`config.mk`:
```
export PLATFORM = sky130hd
export DESIGN_NAME = hood_mode_scheduler
export DESIGN_NICKNAME = d
export VERILOG_FILES = /design/src/rtl/hood_mode_scheduler.sv
export SDC_FILE = /design/constraint.sdc
export NUM_CORES = 1
export LEC_CHECK = 0
export ABC_AREA = 1
export CORE_ASPECT_RATIO = 2
export CORE_MARGIN = 10
export CORE_UTILIZATION = 42
export CTS_BUF_LIST = sky130_fd_sc_hd__clkbuf_8
export DETAILED_ROUTE_END_ITERATION = 8
export PLACE_DENSITY = 0.68
export SLEW_MARGIN = 30
export SYNTH_ARGS = -nofsm -noshare
export SYNTH_HDL_FRONTEND = slang
export SYNTH_SLANG_ARGS = --single-unit
```
`constraint.sdc`:
```
create_clock -name clk -period 3.4 [get_ports clk]
set_input_delay 0.68 -clock clk [delete_from_list [all_inputs] [get_ports clk]]
set_output_delay 0.68 -clock clk [all_outputs]
set_load 0.1 [all_outputs]
```
`src/rtl/hood_mode_scheduler.sv`:
```
// Purpose : central kitchen-hood mode sequencer. It arbitrates request pulses, enforces the mode graph and times the hurricane and self-clean modes.
// Latency : a request sampled at edge T updates current_mode at edge T, and the new value is visible from T+1. Timed modes exit N*CLK_FREQ cycles after entry.
// Backpress: none. A request that is illegal or loses arbitration is dropped and is not queued.
//
// Ports:
//   clk, rstn            system clock; asynchronous active-low reset
//   power_on             debounced power switch level (low forces OFF)
//   req_standby/first/second/third/clean   single-cycle request pulses
//   current_mode         registered mode code: OFF=0 STANDBY=1 FIRST=2 SECOND=3 THIRD=4 CLEAN=5
//   countdown_sec        seconds remaining in a timed mode, else 0
//   third_locked         hurricane already used since this power-on
//   clean_done           one-cycle pulse after self-clean completes
//
// Build option: define SELF_CLEAN_EN to enable the CLEAN mode, req_clean and clean_done.
// When SELF_CLEAN_EN is undefined, req_clean is ignored and clean_done is held at 0.

module hood_mode_scheduler #(
   parameter int CLK_FREQ       = 100_000_000,
   parameter int THIRD_SECONDS  = 60,
   parameter int RETURN_SECONDS = 60,
   parameter int CLEAN_SECONDS  = 180,
   parameter int MODE_WIDTH     = 3
) (
   input  logic                  clk,
   input  logic                  rstn,
   input  logic                  power_on,
   input  logic                  req_standby,
   input  logic                  req_first,
   input  logic                  req_second,
   input  logic                  req_third,
   input  logic                  req_clean,
   output logic [MODE_WIDTH-1:0] current_mode,
   output logic [7:0]            countdown_sec,
   output logic                  third_locked,
   output logic                  clean_done
);

   localparam int PS_W = (CLK_FREQ > 2) ? $clog2(CLK_FREQ) : 1;

   localparam logic [MODE_WIDTH-1:0] MODE_OFF     = MODE_WIDTH'(0);
   localparam logic [MODE_WIDTH-1:0] MODE_STANDBY = MODE_WIDTH'(1);
   localparam logic [MODE_WIDTH-1:0] MODE_FIRST   = MODE_WIDTH'(2);
   localparam logic [MODE_WIDTH-1:0] MODE_SECOND  = MODE_WIDTH'(3);
   localparam logic [MODE_WIDTH-1:0] MODE_THIRD   = MODE_WIDTH'(4);
   localparam logic [MODE_WIDTH-1:0] MODE_CLEAN   = MODE_WIDTH'(5);

   typedef enum logic [2:0] {
      ST_OFF,
      ST_STANDBY,
      ST_FIRST,
      ST_SECOND,
      ST_THIRD,
      ST_THIRD_EXIT,
      ST_CLEAN
   } state_t;

   state_t            state_q, state_d;
   logic [PS_W-1:0]   ps_q;
   logic              tick;
   logic              expire;
   logic              third_ok;
   logic              clean_ok;
   logic              load_en;
   logic [7:0]        load_val;
   logic              clean_fin;
   logic              timed_q;

   // THIRD_EXIT is the run-down after hurricane. Outside the scheduler it still looks like THIRD.
   function automatic logic [MODE_WIDTH-1:0] mode_of(input state_t s);
      case (s)
         ST_STANDBY:    mode_of = MODE_STANDBY;
         ST_FIRST:      mode_of = MODE_FIRST;
         ST_SECOND:     mode_of = MODE_SECOND;
         ST_THIRD:      mode_of = MODE_THIRD;
         ST_THIRD_EXIT: mode_of = MODE_THIRD;
         ST_CLEAN:      mode_of = MODE_CLEAN;
         default:       mode_of = MODE_OFF;
      endcase
   endfunction

`ifdef SELF_CLEAN_EN
   assign clean_ok = req_clean;
`else
   // With self-clean compiled out, a clean request never reaches arbitration.
   // A clean+third pair therefore resolves to third.
   logic unused_clean;
   assign clean_ok     = 1'b0;
   assign unused_clean = req_clean | clean_fin;
`endif

   // A locked third request is dropped before arbitration, so lower-priority requests in the same cycle can still win.
   assign third_ok = req_third & ~third_locked;

   // The prescaler restarts at every state entry.
   // The first tick is therefore exactly CLK_FREQ cycles after entry.
   assign tick    = (ps_q == PS_W'(CLK_FREQ - 1));
   assign expire  = tick && (countdown_sec == 8'd1);
   assign timed_q = (state_q == ST_THIRD) || (state_q == ST_THIRD_EXIT) || (state_q == ST_CLEAN);

   // Next-state logic. Losing power overrides everything.
   // Within each state, legal requests are taken in the order clean > third > standby > second > first.
   always_comb begin
      state_d   = state_q;
      load_en   = 1'b0;
      load_val  = 8'd0;
      clean_fin = 1'b0;

      if (!power_on) begin
         state_d = ST_OFF;
      end else begin
         case (state_q)
            ST_OFF: begin
               state_d = ST_STANDBY;
            end

            ST_STANDBY: begin
               if (clean_ok) begin
                  state_d  = ST_CLEAN;
                  load_en  = 1'b1;
                  load_val = 8'(CLEAN_SECONDS);
               end else if (third_ok) begin
                  state_d  = ST_THIRD;
                  load_en  = 1'b1;
                  load_val = 8'(THIRD_SECONDS);
               end else if (req_second) begin
                  state_d = ST_SECOND;
               end else if (req_first) begin
                  state_d = ST_FIRST;
               end
            end

            // A request for the current speed falls through to the next candidate.
            // If there is no other candidate, the state holds.
            ST_FIRST: begin
               if (third_ok) begin
                  state_d  = ST_THIRD;
                  load_en  = 1'b1;
                  load_val = 8'(THIRD_SECONDS);
               end else if (req_standby) begin
                  state_d = ST_STANDBY;
               end else if (req_second) begin
                  state_d = ST_SECOND;
               end
            end

            ST_SECOND: begin
               if (third_ok) begin
                  state_d  = ST_THIRD;
                  load_en  = 1'b1;
                  load_val = 8'(THIRD_SECONDS);
               end else if (req_standby) begin
                  state_d = ST_STANDBY;
               end else if (req_first) begin
                  state_d = ST_FIRST;
               end
            end

            // When a standby request and expiry land in the same cycle, the standby request wins.
            // This keeps the run-down period.
            ST_THIRD: begin
               if (req_standby) begin
                  state_d  = ST_THIRD_EXIT;
                  load_en  = 1'b1;
                  load_val = 8'(RETURN_SECONDS);
               end else if (expire) begin
                  state_d = ST_SECOND;
               end
            end

            ST_THIRD_EXIT: begin
               if (expire) begin
                  state_d = ST_STANDBY;
               end
            end

            ST_CLEAN: begin
               if (expire) begin
                  state_d   = ST_STANDBY;
                  clean_fin = 1'b1;
               end
            end

            default: begin
               state_d = ST_OFF;
            end
         endcase
      end
   end

   always_ff @(posedge clk or negedge rstn) begin
      if (!rstn) begin
         state_q      <= ST_OFF;
         current_mode <= MODE_OFF;
      end else begin
         state_q      <= state_d;
         current_mode <= mode_of(state_d);
      end
   end

   // Countdown, prescaler and hurricane lock.
   // On a state change, the countdown takes the load value of the new state, which is 0 for untimed states.
   always_ff @(posedge clk or negedge rstn) begin
      if (!rstn) begin
         ps_q          <= '0;
         countdown_sec <= 8'd0;
         third_locked  <= 1'b0;
      end else if (!power_on) begin
         ps_q          <= '0;
         countdown_sec <= 8'd0;
         third_locked  <= 1'b0;
      end else if (state_d != state_q) begin
         ps_q          <= '0;
         countdown_sec <= load_en ? load_val : 8'd0;
         if (state_d == ST_THIRD) begin
            third_locked <= 1'b1;
         end
      end else begin
         ps_q <= tick ? '0 : ps_q + PS_W'(1);
         if (tick && timed_q && (countdown_sec != 8'd0)) begin
            countdown_sec <= countdown_sec - 8'd1;
         end
      end
   end

`ifdef SELF_CLEAN_EN
   always_ff @(posedge clk or negedge rstn) begin
      if (!rstn) begin
         clean_done <= 1'b0;
      end else begin
         clean_done <= clean_fin;
      end
   end
`else
   assign clean_done = 1'b0;
`endif

endmodule

```
=== After elaboration in Yosys (flattened, before gate mapping) ===
Cells that the tools add are included.

* Flip-flop bits (word level): 42
* Latch bits: 0
* Bits in writable memories: 0
* ROM bits: 0
* Input port bits: 8
* Output and inout bits: 13
* Logic and storage cells: 69
* Memories kept: 0

* $add $sub $neg: 2
* Multipliers: 0
* Div/mod/pow operators: 0
* $lt $le $gt $ge: 0
* Eq/ne operators: 18
* Shifts and indexed selects: 0
* Mux-type cells: 31
* Bitwise gates (word level): 2
* Reductions and logical operators: 11

{| class="wikitable"
|+ Operators with widths
! kind !! number
|-
| $mux 27 || 3
|-
| $mux 3 || 12
|-
| $mux 8 || 4
|-
| $add 27x1->27 const B || 1
|-
| $eq 27x27->1 const B || 1
|-
| $eq 3x3->1 const B || 6
|-
| $pmux 3 s6 || 1
|-
| $pmux 3 s5 || 1
|-
| $eq 3x2->1 const B || 4
|-
| $mux 6 || 2
|-
| $pmux 6 s2 || 1
|-
| $eq 8x1->1 const B || 1
|-
| $reduce_bool 8->1 || 1
|-
| $sub 8x1->8 const B || 1
|-
| $eq 3x1->1 const B || 2
|-
| $mux 1 || 6
|-
| $ne 2x1->1 const B || 2
|-
| $reduce_or 2->1 || 2
|-
| $logic_and 1x1->1 || 3
|-
| $logic_not 3->1 || 1
|-
| $ne 3x1->1 const B || 1
|-
| $ne 3x3->1 || 1
|-
| $reduce_or 3->1 || 1
|-
| $logic_or 1x1->1 || 2
|-
| other kinds (4) || 4
|}

=== Logic depth before layout (Yosys ltp) ===
Gate-level depths: netlist of the first run.

* Word-level depth: 10
* Depth in mapped cells: 17
* Mapped depth without buffers: 17

=== Worst setup path after synthesis of the first run ===
OpenSTA, ideal clock, no wires.

* Kind: register to register
* Start: register countdown_sec[0]
* End: register countdown_sec[2]
* Library setup time: 0.068 ns
* Arrival time: 2.503 ns
* Data required time: 3.332 ns
* Path slack: 0.829 ns
* Cell stages (with the launch flop): 16
* Path buffers: 0
* Clock period less this slack: 2.571 ns
* Cells stage by stage: dfrtp_1 ha_1 inv_1 nor3_2 nand3_2 nand2_1 nand2_1 nand2_2 nand2_2 nand2_2 nand2_2 nor2_8 nand4_2 inv_1 nand2_1 nand2_1

* Longest elaborated chain between the ends: 9
* Elaborated cells on any way between the ends: 15
* Those cells by class: 1 x add/sub; 3 x eq/ne; 8 x mux; 3 x reduce/logical

{| class="wikitable"
|+ Ends and longest elaborated chain
! element !! RTL line !! RTL
|-
| start: declaration || 33 || <nowiki>output logic [7:0] countdown_sec,</nowiki>
|-
| start signal: assignment || 213 || <nowiki>countdown_sec <= load_en ? load_val : 8'd0;</nowiki>
|-
| start signal: assignment || 220 || <nowiki>countdown_sec <= countdown_sec - 8'd1;</nowiki>
|-
| $eq 8x1->1 || 97 || <nowiki>assign expire = tick && (countdown_sec == 8'd1);</nowiki>
|-
| $logic_and 1x1->1 || 97 ||
|-
| $mux 3 || 165 || <nowiki>end else if (expire) begin</nowiki>
|-
| $mux 3 || 161 || <nowiki>if (req_standby) begin</nowiki>
|-
| $pmux 3 s6 || 111 || <nowiki>case (state_q)</nowiki>
|-
| $mux 3 || 108 || <nowiki>if (!power_on) begin</nowiki>
|-
| $ne 3x3->1 || 211 || <nowiki>end else if (state_d != state_q) begin</nowiki>
|-
| $mux 8 || 211 ||
|-
| $mux 8 || 207 || <nowiki>end else if (!power_on) begin</nowiki>
|}

Parallel ways exist; a longest one is shown, timed or not. The select of a mux whose other input is x is not followed.
A chain may end at the register's enable or synchronous reset.

=== Worst setup path in the final report of the first run ===
* Start: input req_third
* End: register ps_q[8]

* Longest elaborated chain between the ends: 7
* Elaborated cells on any way between the ends: 9
* Those cells by class: 1 x eq/ne; 7 x mux; 1 x bitwise

{| class="wikitable"
|+ Ends and longest elaborated chain
! element !! RTL line !! RTL
|-
| start: declaration || 30 || <nowiki>input logic req_third,</nowiki>
|-
| $and 1x1->1 (*) || 92 || <nowiki>assign third_ok = req_third & ~third_locked;</nowiki>
|-
| $mux 3, on equally long branches || 147, 121, 135 ||
|-
| $pmux 3 s6 (*) || 111 ||
|-
| $mux 3 (*) || 108 ||
|-
| $ne 3x3->1 (*) || 211 ||
|-
| $mux 27 (*) || 211 ||
|-
| $mux 27 (*) || 207 ||
|-
| end signal: assignment || 218 || <nowiki>ps_q <= tick ? '0 : ps_q + PS_W'(1);</nowiki>
|-
| end: declaration || 58 || <nowiki>logic [PS_W-1:0] ps_q;</nowiki>
|}

Mark *: on every way between the ends. The rest lies on a longest branch, timed or not.

==> summary.txt, run 1 <==
Outcome
  – Status: finished clean

Clocking
  – Root Buffer: clkbuf_8
  – H-tree lvl count: 2
  – CTS max path bufs: 2
  – Sinks on Clock Net: 42
  – CTS clk-pin slew, worst paths: about 0.080 ns
  – TritonCTS clock tree: done
  – Total CTS buffers: 5
  – Hold Buf Count CTS: 0
  – Post-CTS Setup Inserts: 0
  – Post-CTS resize count: 0
  – Clk_lat worst skew: between 0.3 and 0.4 ns

Setup path
  – Worst path bufs/invs: 1
  – Critical path cell sequence: clkdlybuf4s50_1, nand2_1, nor3_1, nor2_1, nand2_2, nand2_1, nand2_1, nand2_2, nor2_8, nand4_4, nor3_1
  – Worst setup EP type: flip-flop
  – CP Launch Type: input port
  – CP most frequent cell: nand2_1
  – Critical path class: input port to flip-flop
  – CP Data Arrival Time: 2.80 ns
  – Delay-heaviest family, CP: simple AND/OR/NAND/NOR gates
  – Worst EP required: around 3.6 ns
  – Slowest stage delay, CP: around 0.46 ns
  – Worst-path fanout max: 16
  – CP max stage cell: clkdlybuf4s50_1

Route
  – Met3 WL: 115 um
  – WL per Instance: about 14 um
  – Metal-1 WL: ~2000 um
  – Vias post-DR: 2133
  – WL final: between 5000 and 6000 um
  – Routed Antenna Nets: 0
  – Top Metal Used: met4
  – Met2 wire length: roughly 3200 um
  – DRT iter0 DRCs: between 70 and 80
  – DR pass1 iterations: 4
  – Remaining DRCs: 0
  – Vias per cell: ~5.2

Pwr
  – Max VDD drop: roughly 0.00034 V
  – Pwr Density: 571 nW/um2
  – Leakage: 1.27 nW

Layout
  – Layout overhead on the synthesized area: 11.9%
  – Net count, final: around 360
  – Ant. Diodes: 0
  – Post-route insts no fill: slightly above 400
  – Share of cells above drive strength 1: approximately 18%
  – Filler cell count in the final layout: 600

STA
  – Relative slew slack: between 60% and 70%
  – Final slew viol count: 0
  – Setup TNS: 0 ns
  – Setup violators final: 0
  – RSZ-0062 raised after global routing: false
  – Fmax: approximately 390 MHz
  – Final hold viol count: 0
  – Final Skew: approximately 0.011 ns
  – Slew @ Worst Pin: around 0.57 ns
  – Period Utilization, post-route: between 70% and 80%
  – Tmin final: 2.59 ns

Placement
  – Placed Cells: roughly 400
  – Buffers on Ports: 18
  – Routability congestion estimate: a little under 0.9
  – Final HPWL DP: 4270 um

Synthesis
  – Largest family of logic cells by synthesized area: simple AND/OR/NAND/NOR gates
  – Async S/R FF share, synth: 100%
  – Synth Area in Compound Gates: 3.78%
  – Synthesized area: about 2600 um2
  – Syn nets: 335
  – Post-synth EDFFs: 0
  – Seq cells post-synth: 42
  – Avg Cell Area, Syn: between 7 and 8 um2
  – Simple-Gate Fraction of Synth Area: 38.3%
  – Post-Syn Instances: 323
  – Mux cell area share after synthesis: 0%
  – Sequential fraction of the synthesis area: about two fifths
  – Top_reg_cell synth: dfrtp_1
  – Unique cell type count in the Yosys netlist: 38
  – Synth Area in Adders: a little under 2%
  – Xor and xnor fraction of the mapped netlist area: between 6 and 7%
  – Yosys warns: 0

Floorplan
  – Die W: about 75 um
  – FP Rows: 40
  – CORE AREA: roughly 6000 um2
  – DIE HEIGHT: 130 um
  – Initial Util: around 43%
  – Die area: about 10000 um2
  – # IOs: 21

Global routing
  – Largest net degree at the start of global routing: 43
  – First-pass GRT wire length: between 9000 and 10000 um
  – Total gr overflow: 0
  – Initial antenna violation count: 0
  – Vias in the first global route: 2202
  – Aggregate global-route resource usage: 12.4%

Worst hold path
  – Tightest Hold Check Type: input port to asynchronous set/reset pin

Job
  – Max-cap violations: 0
==> through the flow <==
step           setup WS (ns)  cell area (um2)  hold WS (ns)  total power [mW]  utilization, %
4_1_cts                0.781             2850         0.477              1.64            47.9
3_3_place_gp           0.531             2740         0.457              1.23            46.0
6_report               0.812             2850         0.353              1.63            47.9
2_1_floorplan          0.829             2550         0.384              1.11               -
3_5_place_dp           0.460             2740         0.466              1.24            46.0
5_1_grt                0.536             2850         0.394              1.71            47.9
==> flip-flops by register name (all words and copies together) (netlist names) <==
name	flops
ps_q	27
countdown_sec	8
current_mode	3
state_q	3
third_locked	1
==> synthesized netlist by cell type, types with 2 or more instances <==
cell	number	area, um2
dfrtp_1	42	1050
nor4_1	3	18.8
nor2_4	4	45.0
xor2_1	13	114
nor3b_1	2	15.0
nand4_1	7	43.8
nor3_1	15	75.1
a31oi_1	2	12.5
buf_2	3	15.0
nand2_1	59	221
ha_1	4	50.1
nand2_2	8	50.1
buf_4	2	15.0
nor2_1	39	146
a21oi_1	5	25.0
inv_2	7	26.3
xnor2_1	6	52.6
o21ai_0	6	30.0
nand3_1	27	135
nor3_2	3	30.0
nor2_2	13	81.3
inv_1	37	139
==> kinds of logic (layout without fill, tap and decap cells) <==
kind of cell | after synthesis | after routing
adder cells (fa/ha/maj) | 4 | 4
flip-flops | 42 | 42
AND/OR/NAND/NOR | 190 | 190
buffers and inverters | 50 | 71
other | 1 | 1
AO/OA/AOI/OAI | 17 | 17
XOR/XNOR | 19 | 19
==> metal layers <==
layer  up-vias  GRT usage, %
li1       1071             -
met1      1017          11.0
met2        30          23.6
met3        15          2.28
met4         0          8.41
met5         -             0
==> cells in the final DEF, fill, tap and decap left out, drive strengths merged <==
cell	n
a211oi	1
a21boi	1
a21oi	6
a31oi	2
and3	1
buf	14
bufinv	1
clkbuf	5
clkdlybuf4s50	5
clkinvlp	1
conb	1
dfrtp	42
ha	4
inv	45
nand2	67
nand3	29
nand3b	1
nand4	9
nor2	57
nor3	18
nor3b	2
nor4	3
o21ai	7
or2	1
or3	1
or4	1
xnor2	6
xor2	13
==> power by group <==
| part | leakage (nW) | internal [mW] | total [mW] | switching [mW] |
|---|---|---|---|---|
| clock | 0.0556 | 0.216 | 0.403 | 0.187 |
| sequential | 0.578 | 0.539 | 0.597 | 0.0575 |
| combinational | 0.637 | 0.158 | 0.630 | 0.472 |
==> layout make-up <==
class	count	area (um2)	share of cell area, %
Clock buffer	5	68.8	2.41
Clock inverter	3	41.3	1.45
Inverter	44	165	5.79
Multi-Input combinational cell	231	1290	45.3
Sequential cell	42	1050	36.8
Tap cell	63	78.8	2.76
Timing Repair Buffer	19	155	5.44
==> worst paths after layout <==
path | from | endpoint | slack (ns) | cells past startpoint
hold reg to reg | ps_q[0]$_DFF_PN0_ | ps_q[0]$_DFF_PN0_ | 0.48 | 1
setup / recovery | req_third | ps_q[8]$_DFF_PN0_ | 0.81 | 11
max in group asynchronous | rstn | countdown_sec[1]$_DFFE_PN0P_ | 2.69 | 1
hold / removal | rstn | ps_q[19]$_DFF_PN0_ | 0.35 | 1
setup reg to reg | ps_q[0]$_DFF_PN0_ | ps_q[8]$_DFF_PN0_ | 0.85 | 14
min in group clk | ps_q[0]$_DFF_PN0_ | ps_q[0]$_DFF_PN0_ | 0.48 | 1
No activity file was read; power rests on OpenSTA's default activity.
==> run 2: changes to the inputs <==
- clock period: 3.4 -> 2.55 ns (I/O delays scaled with it)
==> summary.txt, run 2 (synthesis results as in run 1) <==
STA
  – Period Utilization, post-route: about nine tenths
  – RSZ-0062 raised after global routing: false
  – Final worst slack: ~0.24 ns
  – Final hold viol count: 0
  – Final slew viol count: 0
  – Tmin final: 2.31 ns
  – Slew @ Worst Pin: about 0.64 ns
  – Setup TNS: 0 ns
  – Final Skew: between 0.006 and 0.007 ns
  – Relative slew slack: a little under three fifths
  – Fmax: 433 MHz
  – Setup violators final: 0

Layout
  – Ant. Diodes: 0
  – Post-route insts no fill: roughly 410
  – Layout overhead on the synthesized area: 15.1%
  – Largest Register: ps_q
  – Post-route cell area: 2940 um2
  – Net count, final: approximately 360
  – Share of cells above drive strength 1: 20.2%
  – Most common cell after layout, fill and taps aside: nand2_1
  – Max reg flops: 27
  – Top flop regs: ps_q x27, countdown_sec x8
  – Leading cell types in the layout, fill and taps excluded: 59 x nand2_1, 41 x dfrtp_1, 39 x nor2_1, 38 x inv_1, 27 x nand3_1

Pwr
  – Reg power frac: between 30% and 40%
  – Switching power: 0.956 mW
  – Power share of the combinational group: 40.6%
  – Pint: 1.28 mW
  – Max VDD drop: approximately 0.00057 V
  – Sw frac: a little over two fifths
  – Leakage: between 1 and 1.5 nW
  – Final Total Pwr: roughly 2.2 mW
  – Clock share of power: 23.8%
  – Pwr Density: between 700 and 800 nW/um2

Setup path
  – Setup crit end: ps_q[24]$_DFF_PN0_
  – Flop2flop setup slack: about 0.24 ns
  – CP max stage cell: dfrtp_1
  – Critical path cell sequence: ha_1, nand2_1, nor2_2, nand2_2, nor2_2, nand3_1, nor2_1, nand2_1, nor3_2, nand4_1, nor2_1, xnor2_1, nor2_4
  – Worst setup EP type: flip-flop
  – Critical Path Stages: 13
  – Worst path bufs/invs: 0
  – Reg-to-reg endpoint: ps_q[24]$_DFF_PN0_
  – CP Data Arrival Time: roughly 2.5 ns
  – Delay-heaviest family, CP: simple AND/OR/NAND/NOR gates
  – Worst EP required: 2.74 ns
  – Critical path class: flip-flop to flip-flop
  – Worst Reg-to-Reg Cells: 13
  – Slowest stage delay, CP: a little under 0.4 ns
  – CP startpoint: ps_q[0]$_DFF_PN0_
  – RR Startpoint: ps_q[0]$_DFF_PN0_
  – Worst-path fanout max: 5
  – CP Launch Type: flip-flop

Route
  – Vias post-DR: 2111
  – WL per Instance: between 10 and 15 um
  – Remaining DRCs: 0
  – Routed Antenna Nets: 0
  – DRT iter0 DRCs: 65
  – WL final: between 5000 and 6000 um
  – Vias per cell: just over 5
  – DR pass1 iterations: 4

Placement
  – Placed Cells: just over 400
  – Placement-stage cell area: between 2000 and 3000 um2
  – Final HPWL DP: roughly 4400 um
  – Routability congestion estimate: ~0.90
  – Buffers on Ports: 18
  – Place WS: 0.0819 ns

Worst hold path
  – Tightest Hold Check Type: input port to asynchronous set/reset pin

Global routing
  – Initial antenna violation count: 0
  – Largest net degree at the start of global routing: 22
  – First-pass GRT wire length: 9380 um
  – Total gr overflow: 0
  – Vias in the first global route: 2172
  – Aggregate global-route resource usage: around an eighth

Clocking
  – Sinks on Clock Net: 42
  – TritonCTS clock tree: done
  – Clk_lat worst skew: 0.31 ns
  – Total CTS buffers: 5
  – Root Buffer: clkbuf_8
  – H-tree lvl count: 2
  – CTS max path bufs: 2
  – CTS clk-pin slew, worst paths: about 0.080 ns
  – Hold Buf Count CTS: 0
  – Post-CTS Setup Inserts: 0

Floorplan
  – # IOs: 21
  – CORE AREA: ~6000 um2
  – Initial Util: between 40 and 50%
  – DIE HEIGHT: approximately 130 um
  – Die area: 9780 um2
  – Die W: 75.1 um
  – FP Rows: 40

Outcome
  – Status: finished clean

Job
  – Max-cap violations: 0
[run 2: cell type report]
cell class / count / area [um2]
fillers: 596 / 3020
multi-input cells: 231 / 1300
flip-flops and latches: 42 / 1050
repair buffers: 26 / 230
inverters: 44 / 165
well taps: 63 / 78.8
clock buffers: 5 / 68.8
clock inverters: 3 / 41.3
[run 2: power groups by stage]
stage          registers (mW)  logic, mW  clock network (mW)
2_1_floorplan            1.04      0.439                   0
3_3_place_gp            0.807      0.910                   0
3_5_place_dp            0.809      0.915                   0
4_1_cts                 0.796      0.917               0.542
5_1_grt                 0.804      0.982               0.567
6_report                0.795      0.906               0.530
[run 2: routing by layer]
| metal | vias up | track usage (%) | wire length, um |
|---|---|---|---|
| met5 | - | 0 | 0 |
| met4 | 0 | 8.74 | 241 |
| met3 | 15 | 1.83 | 66 |
| met2 | 22 | 23.0 | 3150 |
| met1 | 991 | 11.6 | 1960 |
| li1 | 1083 | - | - |
[run 2: worst min-delay path by stage]
stage	start	end	slack (ns)
after floorplan	rstn	countdown_sec[0]$_DFFE_PN0P_	0.21
after global placement	ps_q[0]$_DFF_PN0_	ps_q[0]$_DFF_PN0_	0.47
after detailed placement	ps_q[0]$_DFF_PN0_	ps_q[0]$_DFF_PN0_	0.47
after CTS	rstn	ps_q[8]$_DFF_PN0_	0.17
after global routing	rstn	ps_q[8]$_DFF_PN0_	0.19
final	rstn	ps_q[18]$_DFF_PN0_	0.15
[run 2: through the flow]
step                hold WS, ns  util, %
floorplan                 0.214        -
global placement          0.466     47.4
detailed placement        0.468     47.4
CTS                       0.166     49.2
global route              0.186     49.3
finish                    0.152     49.3
[run 2: timing repair]
item,CTS,global route
setup endpoints to repair,0,13
gates resized for setup,0,1
endpoints found under the hold margin,0,0
